[config.mk]
export PLATFORM = sky130hd
export DESIGN_NAME = multicycle_control
export DESIGN_NICKNAME = d
export VERILOG_FILES = /design/src/rtl/multicycle_control.sv
export SDC_FILE = /design/constraint.sdc
export NUM_CORES = 1
export LEC_CHECK = 0
export CORE_MARGIN = 2
export CORE_UTILIZATION = 45
export DETAILED_ROUTE_END_ITERATION = 10
export PLACE_DENSITY = 0.76
export SYNTH_ARGS = -nofsm -noshare
export SYNTH_HDL_FRONTEND = slang
export SYNTH_SLANG_ARGS = --single-unit
[constraint.sdc]
create_clock -name CLK -period 3.8 [get_ports CLK]
set_input_delay 0.76 -clock CLK [delete_from_list [all_inputs] [get_ports CLK]]
set_output_delay 0.76 -clock CLK [all_outputs]
set_load 0.01 [all_outputs]
[src/rtl/multicycle_control.sv]
// Control FSM sequencing the multicycle MIPS datapath, with memory-ready stalls and traps.
// Define MULTICYCLE_JUMP_EN to decode opcode 000010 as a jump; otherwise it traps.
module multicycle_control #(
  parameter int MEM_TIMEOUT = 15,
  parameter int RETIRED_W   = 16
) (
  input  logic                 CLK,
  input  logic                 RST_N,
  input  logic [5:0]           OPCODE,
  input  logic                 MEM_READY,
  output logic                 PCWrite,
  output logic                 PCWriteCond,
  output logic                 IorD,
  output logic                 MemRead,
  output logic                 MemWRITE,
  output logic                 IRWrite,
  output logic                 MemREG,
  output logic                 RegDst,
  output logic                 RegWRITE,
  output logic                 ALUSrcA,
  output logic [1:0]           ALUSrcB,
  output logic [2:0]           ALUOP,
  output logic [1:0]           PCSrc,
  output logic [3:0]           STATE,
  output logic                 ERROR,
  output logic [RETIRED_W-1:0] RETIRED
);

  typedef enum logic [3:0] {
    S_FETCH  = 4'd0,
    S_DECODE = 4'd1,
    S_MEMADR = 4'd2,
    S_MEMRD  = 4'd3,
    S_MEMWB  = 4'd4,
    S_MEMWR  = 4'd5,
    S_EXEC_R = 4'd6,
    S_RWB    = 4'd7,
    S_EXEC_I = 4'd8,
    S_IWB    = 4'd9,
    S_BRANCH = 4'd10,
    S_JUMP   = 4'd11,
    S_TRAP   = 4'd15
  } state_t;

  localparam logic [5:0] OP_RTYPE = 6'b000000;
  localparam logic [5:0] OP_LW    = 6'b100011;
  localparam logic [5:0] OP_SW    = 6'b101011;
  localparam logic [5:0] OP_BEQ   = 6'b000100;
  localparam logic [5:0] OP_ADDI  = 6'b001000;
  localparam logic [5:0] OP_ANDI  = 6'b001100;
  localparam logic [5:0] OP_ORI   = 6'b001101;
  localparam logic [5:0] OP_SLTI  = 6'b001010;
  localparam logic [5:0] OP_J     = 6'b000010;

  // Counter only needs to hold MEM_TIMEOUT-1; the limit cycle itself leaves the state.
  localparam int CW = (MEM_TIMEOUT > 1) ? $clog2(MEM_TIMEOUT) : 1;
  localparam logic [CW-1:0] WAIT_LIMIT = (MEM_TIMEOUT > 0) ? CW'(MEM_TIMEOUT - 1) : '0;

  state_t               state, stateNext;
  logic [CW-1:0]        waitCnt, waitCntNext;
  logic [RETIRED_W-1:0] retired;
  logic                 isWait, timedOut, retire;

  always_ff @(posedge CLK) begin
    if (!RST_N) begin
      state   <= S_FETCH;
      waitCnt <= '0;
      retired <= '0;
    end else begin
      state   <= stateNext;
      waitCnt <= waitCntNext;
      if (retire)
        retired <= retired + 1'b1;
    end
  end

  always_comb begin
    isWait   = (state == S_FETCH) || (state == S_MEMRD) || (state == S_MEMWR);
    timedOut = (MEM_TIMEOUT != 0) && isWait && !MEM_READY && (waitCnt == WAIT_LIMIT);

    stateNext = state;
    case (state)
      S_FETCH:  if (MEM_READY) stateNext = S_DECODE;
      S_DECODE: begin
        case (OPCODE)
          OP_RTYPE:                          stateNext = S_EXEC_R;
          OP_LW, OP_SW:                      stateNext = S_MEMADR;
          OP_BEQ:                            stateNext = S_BRANCH;
          OP_ADDI, OP_ANDI, OP_ORI, OP_SLTI: stateNext = S_EXEC_I;
`ifdef MULTICYCLE_JUMP_EN
          OP_J:                              stateNext = S_JUMP;
`endif
          default:                           stateNext = S_TRAP;
        endcase
      end
      S_MEMADR: stateNext = (OPCODE == OP_LW) ? S_MEMRD : S_MEMWR;
      S_MEMRD:  if (MEM_READY) stateNext = S_MEMWB;
      S_MEMWB:  stateNext = S_FETCH;
      S_MEMWR:  if (MEM_READY) stateNext = S_FETCH;
      S_EXEC_R: stateNext = S_RWB;
      S_RWB:    stateNext = S_FETCH;
      S_EXEC_I: stateNext = S_IWB;
      S_IWB:    stateNext = S_FETCH;
      S_BRANCH: stateNext = S_FETCH;
      S_JUMP:   stateNext = S_FETCH;
      S_TRAP:   stateNext = S_TRAP;
      default:  stateNext = S_TRAP;
    endcase
    if (timedOut)
      stateNext = S_TRAP;

    // Any state change restarts the wait count, so each wait state starts from zero.
    if (stateNext != state)
      waitCntNext = '0;
    else if (isWait && !MEM_READY)
      waitCntNext = waitCnt + 1'b1;
    else
      waitCntNext = waitCnt;

    retire = (stateNext == S_FETCH) &&
             (state inside {S_MEMWB, S_MEMWR, S_RWB, S_IWB, S_BRANCH, S_JUMP});
  end

  always_comb begin
    PCWrite     = 1'b0;
    PCWriteCond = 1'b0;
    IorD        = 1'b0;
    MemRead     = 1'b0;
    MemWRITE    = 1'b0;
    IRWrite     = 1'b0;
    MemREG      = 1'b0;
    RegDst      = 1'b0;
    RegWRITE    = 1'b0;
    ALUSrcA     = 1'b0;
    ALUSrcB     = 2'b00;
    ALUOP       = 3'b000;
    PCSrc       = 2'b00;
    ERROR       = 1'b0;
    case (state)
      S_FETCH: begin
        MemRead = 1'b1;
        ALUSrcB = 2'b01;
        PCWrite = MEM_READY;
        IRWrite = MEM_READY;
      end
      S_DECODE: ALUSrcB = 2'b11;
      S_MEMADR: begin
        ALUSrcA = 1'b1;
        ALUSrcB = 2'b10;
      end
      S_MEMRD: begin
        MemRead = 1'b1;
        IorD    = 1'b1;
      end
      S_MEMWB: begin
        MemREG   = 1'b1;
        RegWRITE = 1'b1;
      end
      S_MEMWR: begin
        MemWRITE = 1'b1;
        IorD     = 1'b1;
      end
      S_EXEC_R: begin
        ALUSrcA = 1'b1;
        ALUOP   = 3'b010;
      end
      S_RWB: begin
        RegDst   = 1'b1;
        RegWRITE = 1'b1;
      end
      S_EXEC_I: begin
        ALUSrcA = 1'b1;
        ALUSrcB = 2'b10;
        case (OPCODE)
          OP_ANDI: ALUOP = 3'b100;
          OP_ORI:  ALUOP = 3'b011;
          OP_SLTI: ALUOP = 3'b001;
          default: ALUOP = 3'b000;
        endcase
      end
      S_IWB:    RegWRITE = 1'b1;
      S_BRANCH: begin
        ALUSrcA     = 1'b1;
        ALUOP       = 3'b101;
        PCWriteCond = 1'b1;
        PCSrc       = 2'b01;
      end
      S_JUMP: begin
        PCWrite = 1'b1;
        PCSrc   = 2'b10;
      end
      S_TRAP:   ERROR = 1'b1;
      default:  ERROR = 1'b1;
    endcase
    // Reset masks every side effect even though the state decode keeps running.
    if (!RST_N) begin
      PCWrite     = 1'b0;
      PCWriteCond = 1'b0;
      IRWrite     = 1'b0;
      RegWRITE    = 1'b0;
      MemWRITE    = 1'b0;
      MemRead     = 1'b0;
    end
  end

  assign STATE   = state;
  assign RETIRED = retired;

endmodule

## Word level (Yosys, flattened, before mapping)

Cells that the tools add are included.

- Equal/unequal tests: 20
- Reductions and logical operators: 20
- Bitwise logic cells: 1
- Muxes and demuxes: 28
- $add $sub $neg: 2

Operators by type and width:

| cell | count |
|---|---|
| 4-bit one-hot mux with 8 select lines | 1 |
| 6-bit by 4-bit == test with 1-bit output, second input constant | 4 |
| 4-bit == test, second input constant | 5 |
| 3-bit one-hot mux with 3 select lines | 2 |
| 16-bit by 1-bit adder with 16-bit output, second input constant | 1 |
| 4-bit by 3-bit == test with 1-bit output, second input constant | 4 |
| 1-bit 2-to-1 mux | 16 |
| 4-bit 2-to-1 mux | 4 |
| 4-bit one-hot mux with 4 select lines | 1 |
| 6-bit == test, second input constant | 2 |
| 12-bit OR reduction | 1 |
| 2-bit OR reduction | 5 |
| 4-bit by 2-bit == test with 1-bit output, second input constant | 2 |
| 4-bit logical NOT | 2 |
| 4-bit OR reduction | 2 |
| 6-bit by 3-bit == test with 1-bit output, second input constant | 1 |
| 6-bit logical NOT | 1 |
| 2-bit one-hot mux with 3 select lines | 1 |
| 6-bit nonzero test | 1 |
| 5-bit OR reduction | 1 |
| 4-bit by 1-bit adder with 4-bit output, second input constant | 1 |
| 4-bit by 1-bit == test with 1-bit output, second input constant | 1 |
| 4-bit inequality test | 1 |
| 2-bit one-hot mux with 2 select lines | 1 |
| 7 further kinds | 10 |

- Output and inout bits: 38
- Word-level logic and storage cells: 74
- Bits in registers: 24
- Input port bits: 9

## Longest topological paths before layout

Gate-level depths: netlist (run 1).

- Word-level depth: 8
- Depth in mapped cells: 7
- Depth with buffers taken out: 7

## Worst setup path before layout (run 1)

Ideal clock, no wire load.

- Path kind: input to output
- From: input OPCODE[2]
- To: output ALUOP[2]
- Stages: 4
- Path slack: 1.516 ns
- Data required time: 3.040 ns
- Path buffers: 0
- Arrival time: 1.524 ns
- Cell sequence: nor2b_1 > and3_1 > a21oi_1 > nor3_1

- Cells in the longest elaborated chain, start to end: 3
- Elaborated cells between the ends (all ways): 5
- Those cells by class: 3 x eq/ne; 2 x mux

Ends and longest elaborated chain:

| what | line | source |
|---|---|---|
| start, declared | 9 | `input logic [5:0] OPCODE,` |
| 6-bit by 4-bit == test with 1-bit output | 174 | `case (OPCODE)` |
| 3-bit one-hot mux with 3 select lines (*) | 174 |  |
| 3-bit one-hot mux with 3 select lines (*) | 139 | `case (state)` |
| end, declared | 22 | `output logic [2:0] ALUOP,` |

Every way passes the cells marked *; elsewhere a longest branch is shown, timed or not.

## Final worst setup path (run 1)

- From: input OPCODE[2]
- To: output ALUOP[1]

Same word-level chain as after synthesis.

==> results.cfg, run 1 <==
[logic_synthesis]
synth_top_area_cell = dfxtp_1
avgSynthCellArea_um2 = 7.90
ys_types = 53
async_flop_share_pct = 0
synth_warnings = 0
synth_cells = 216
yosys.area.top_type_share_pct = 28.2
synth.area.top_cells = dfxtp_1 (28%), xnor2_1 (7.2%), and2_1 (4.8%)
synth_seq_cells = 24
ys_seq_area_share_pct = 28.2
synth_nets = 228
yosys_most_used_dff = dfxtp_1
syn_area_um2 = 1710
synth-edff-count = 0

[sta]
fin_skew_ns = 0.00280
slew_violations = 0
worst_slack_ns = 0.394
final.setup.tns_ns = 0
post-route-period-util_pct = 89.6
tightest_slew_ns = 0.729
hold_viol_final = 0
period_needed_ns = 3.41
fmax_mhz = 294
relSlewSlack_pct = 51.3
grt_setup_unrepaired = no
setup_viol = 0

[die]
initial_core_util_pct = 46.6
pin_count = 47
die_y_um = 65.6
core_area_um2 = 3660
design.die.area_um2 = 4300
die_w_um = 65.6
rows = 22

[setup_path]
path_class = in2out
crit_chain = clkdlybuf4s50_1, nor2b_1, and3_1, nand4b_1, a21oi_1, clkdlybuf4s50_1
cp-start-kind = primary input
cpPeakStageDelay_ns = 0.56
cp_max_fo = 5
crit_path_frequent_cell = clkdlybuf4s50_1
slowest_stage = clkdlybuf4s50_1
arrival_ns = 2.65
required_ns = 3.04
worstSetupEndpointType = primary output

[clock_network]
cts_setup_buffers = 0
clk_latency_ns = 0.26
clockRootBuffer = clkbuf_8
path_clk_slew_ns = 0.08
clockBufferDepth = 2
cts_inserted_buffers = 3
htree_levels = 1
cts.repair.resized = 0
cts_tree = done
cts.sinks = 24
ctsHoldBuffers = 0

[worst_hold_path]
hp-class = reg2reg

[power_and_ir_drop]
ir_drop_v = 0.000510
power_leakage_nw = 0.781
cellPowerDensity_nw_per_um2 = 591

[drt]
first_pass_iters = 4
vias = 1710
drc = 0
drtIter0Drc = 91
wl_per_cell_um = 13.4
avgViaCountPerCell = 5.59
wl_um = 4100
drtAntennaViolNets = 0

[global_route]
antenna_found_initial = 0
grt_pass1_wl_um = 6890
grt_pass1_vias = 1540
grt_max_degree = 24
globalRouteTotalUtil_pct = 20.0
gr-total-overflow = 0

[layout]
drive_above_1_share_pct = 6.20
diodes = 0
area_growth_pct = 31.5
final_cell_mix = clkdlybuf4s50_1 (46), dfxtp_1 (24), nor2_1 (20)
finalNonFillerCells = 306
layout_commonest_cell = clkdlybuf4s50_1
nNetsFinal = 272
final_cell_area_um2 = 2240

[placed_design]
place_congestion = 0.878
placed_area_um2 = 2200
pre_cts_slack_ns = 0.432
dp_hpwl_um = 3140
port_buffers = 46
dpl.cell_count = 303

[flow_run]
drv_cap = 0

[outcome]
status = finished clean
metrics by stage:
| stage | util [%] | hold slack, ns | power (mW) |
|---|---|---|---|
| detailed placement | 60.2 | 0.492 | 1.18 |
| CTS | 61.3 | 0.506 | 1.33 |
| finish | 61.3 | 0.503 | 1.33 |
| global route | 61.3 | 0.525 | 1.43 |
| floorplan | - | 0.509 | 0.906 |
| global placement | 60.2 | 0.482 | 1.18 |
critical path, delay by kind of cell:
family                 cells  cell delay, ns
AND/OR/NAND/NOR            3            0.64
AO/OA/AOI/OAI              1            0.17
buffers and inverters      2            1.07
logic make-up (layout without fill, tap and decap cells):
group	Yosys count	after routing	share of synthesized area (%)
mux	2	2	1.25
flops	24	24	28.2
compound gates	47	47	19.3
xor+xnor	17	17	8.72
fa+ha+maj	3	3	2.20
buf+inv	16	58	4.11
simple gates	107	107	36.3
cell type report:
type / instances / area [µm²]
fill: 342 / 1420
inverter: 6 / 22.5
multi-input combinational: 176 / 1160
tap: 48 / 60.1
sequential: 24 / 480
clock buffer: 3 / 41.3
timing repair buffer: 49 / 483
flip-flops by register name, summed over array words and instances, names as in the netlist:
register	flops
RETIRED	16
STATE	4
waitCnt	4
where the power goes:
group	internal (mW)	total (mW)	switching (mW)
clock network	0.0707	0.146	0.0750
logic	0.373	0.789	0.416
registers	0.281	0.391	0.110
Yosys cell counts, types with 4 or more instances:
cell / count
nor2_1: 20
and2_1: 13
inv_1: 5
xnor2_1: 14
nor2b_1: 5
clkbuf_1: 6
o21a_1: 5
a21oi_1: 10
nand2_1: 16
dfxtp_1: 24
nor3_1: 10
and3_1: 6
nand4_1: 6
nand3_1: 7
o21ai_0: 9
a21boi_1: 4
per-layer routing:
| layer | vias up | GRT usage (%) | share of wire, % |
|---|---|---|---|
| li1 | 866 | - | - |
| met1 | 794 | 25.7 | 45 |
| met2 | 48 | 34.9 | 49 |
| met3 | 2 | 4.28 | 5.6 |
| met4 | 0 | 3.13 | 0.32 |
| met5 | - | 0 | 0 |
final timing paths:
| kind | startpoint | to | slack (ns) | cells past startpoint |
|---|---|---|---|---|
| setup / recovery | OPCODE[2] | ALUOP[1] | 0.39 | 6 |
| hold / removal | RETIRED[10] | RETIRED[10] | 0.50 | 2 |
| setup reg to reg | STATE[2] | waitCnt[0] | 1.47 | 6 |
| hold reg to reg | RETIRED[10] | RETIRED[10] | 0.50 | 2 |
Note: power is estimated with default switching activity, not from simulation.
==> inputs of run 2 (changes only) <==
Settings changed: CELL_PAD_IN_SITES_DETAIL_PLACEMENT set to 1, CELL_PAD_IN_SITES_GLOBAL_PLACEMENT set to 1, CORE_UTILIZATION 45 to 35, PLACE_DENSITY 0.76 to unset, PLACE_DENSITY_LB_ADDON set to 0.1.
Clock period 3.8 ns to 3.4 ns, I/O delays scaled along.
==> results.cfg, run 2 (synthesis gave the netlist of run 1 again) <==
[global_route]
grt_pass1_vias = 1674
grt_pass1_wl_um = 8140
gr-total-overflow = 0
globalRouteTotalUtil_pct = 19.1
antenna_found_initial = 0
grt_max_degree = 25

[clock_network]
cts_inserted_buffers = 3
cts_setup_buffers = 0
cts.sinks = 24
path_clk_slew_ns = 0.08
ctsHoldBuffers = 0
htree_levels = 1
cts.repair.resized = 0
clockRootBuffer = clkbuf_8
clk_latency_ns = 0.27
cts_tree = done
clockBufferDepth = 2

[die]
die_w_um = 73.8
die_y_um = 73.8
pin_count = 47
rows = 25
initial_core_util_pct = 36.1
core_area_um2 = 4720
design.die.area_um2 = 5450

[setup_path]
r2r_setup_slack_ns = 0.87
crit_chain = clkdlybuf4s50_1, nor2b_1, and3_1, nand4b_1, a21oi_1, clkdlybuf4s50_1
rr_startpoint = STATE[1]
required_ns = 2.72
worstSetupEndpointType = primary output
crit_family = buffers and inverters
arrival_ns = 2.57
rr_worst_depth = 7
r2r-end = RETIRED[12]
slowest_stage = clkdlybuf4s50_1
cpPeakStageDelay_ns = 0.56
path_class = in2out
crit_path_frequent_cell = clkdlybuf4s50_1
cp_max_fo = 5
cp_num_buf_inv = 2
cp-start-kind = primary input

[layout]
largest_reg_flops = 16
diodes = 0
finalNonFillerCells = 328
final_cell_mix = clkdlybuf4s50_1 (46), dfxtp_1 (24), nor2_1 (20)
final.fill_count = 570
layout_commonest_cell = clkdlybuf4s50_1
nNetsFinal = 274
area_growth_pct = 35.5
final_cell_area_um2 = 2310
drive_above_1_share_pct = 7.28

[worst_hold_path]
whs_path_depth = 2
min_from = RETIRED[12]
hp-class = reg2reg
hold_end = RETIRED[12]

[placed_design]
place_congestion = 0.884
placed_area_um2 = 2240
dp_hpwl_um = 3730
pre_cts_slack_ns = 0.147
port_buffers = 46
dpl.cell_count = 324

[sta]
fmax_mhz = 308
final.setup.tns_ns = 0
period_needed_ns = 3.25
relSlewSlack_pct = 59.5
fin_skew_ns = 0.0111
post-route-period-util_pct = 95.6
hold_viol_final = 0
slew_violations = 0
setup_viol = 0
tightest_slew_ns = 0.607
worst_slack_ns = 0.149
grt_setup_unrepaired = no

[drt]
drtAntennaViolNets = 0
drc = 0
wl_um = 4910
vias = 1745
first_pass_iters = 4
avgViaCountPerCell = 5.32
drtIter0Drc = 43
wl_per_cell_um = 15.0

[power_and_ir_drop]
power_leakage_nw = 0.805
total_power_mw = 1.62
cellPowerDensity_nw_per_um2 = 701
ir_drop_v = 0.000472

[outcome]
status = finished clean

[flow_run]
drv_cap = 0
## run 2: cell type report
cell class | instances | area (µm²) | share of cell area (%)
multi-input cells | 176 | 1160 | 50.0
flip-flops and latches | 24 | 480 | 20.8
repair buffers | 51 | 498 | 21.5
inverters | 6 | 22.5 | 0.974
clock buffers | 3 | 41.3 | 1.79
clock inverters | 1 | 30.0 | 1.30
well taps | 67 | 83.8 | 3.63
## run 2: tightest hold or removal path: stages (launching register included)
cell,delay [ns]
dfxtp_1,0.33
o21ai_0,0.08
a21boi_1,0.06
## run 2: metal layers
layer / global-route usage [%] / wire length (µm) / vias up
met3: 2.88 / 108 / 2
met2: 32.2 / 2420 / 22
met5: 0 / 0 / -
met4: 4.65 / 29 / 0
li1: - / - / 866
met1: 25.5 / 2360 / 855
## run 2: worst max path at each step
stage	depth (start not counted)	from	slack, ns	end
after global routing	6	OPCODE[2]	0.04	ALUOP[1]
after floorplan	5	STATE[1]	1.21	ALUSrcA
after global placement	6	OPCODE[2]	0.20	ALUOP[1]
final	6	OPCODE[2]	0.15	ALUOP[1]
after detailed placement	6	OPCODE[2]	0.15	ALUOP[1]
after CTS	6	OPCODE[2]	0.14	ALUOP[1]
## run 2: metrics by stage
stage,util [%],hold WS [ns]
detailed placement,47.4,0.501
global route,49.0,0.562
CTS,49.0,0.516
finish,49.0,0.508
global placement,47.4,0.489
floorplan,-,0.509
## run 2: report_power, final
part	leakage, nW	total [mW]	internal, mW	switching (mW)
Clock	0.0357	0.256	0.157	0.0983
Combinational	0.575	0.934	0.430	0.504
Sequential	0.194	0.432	0.314	0.118
==> inputs of run 3 (changes only) <==
Settings changed: CAP_MARGIN set to 20, SKIP_LAST_GASP set to 1.
==> results of run 3 <==
Same layout as run 2: the final DEF is identical, and so are final timing and power.
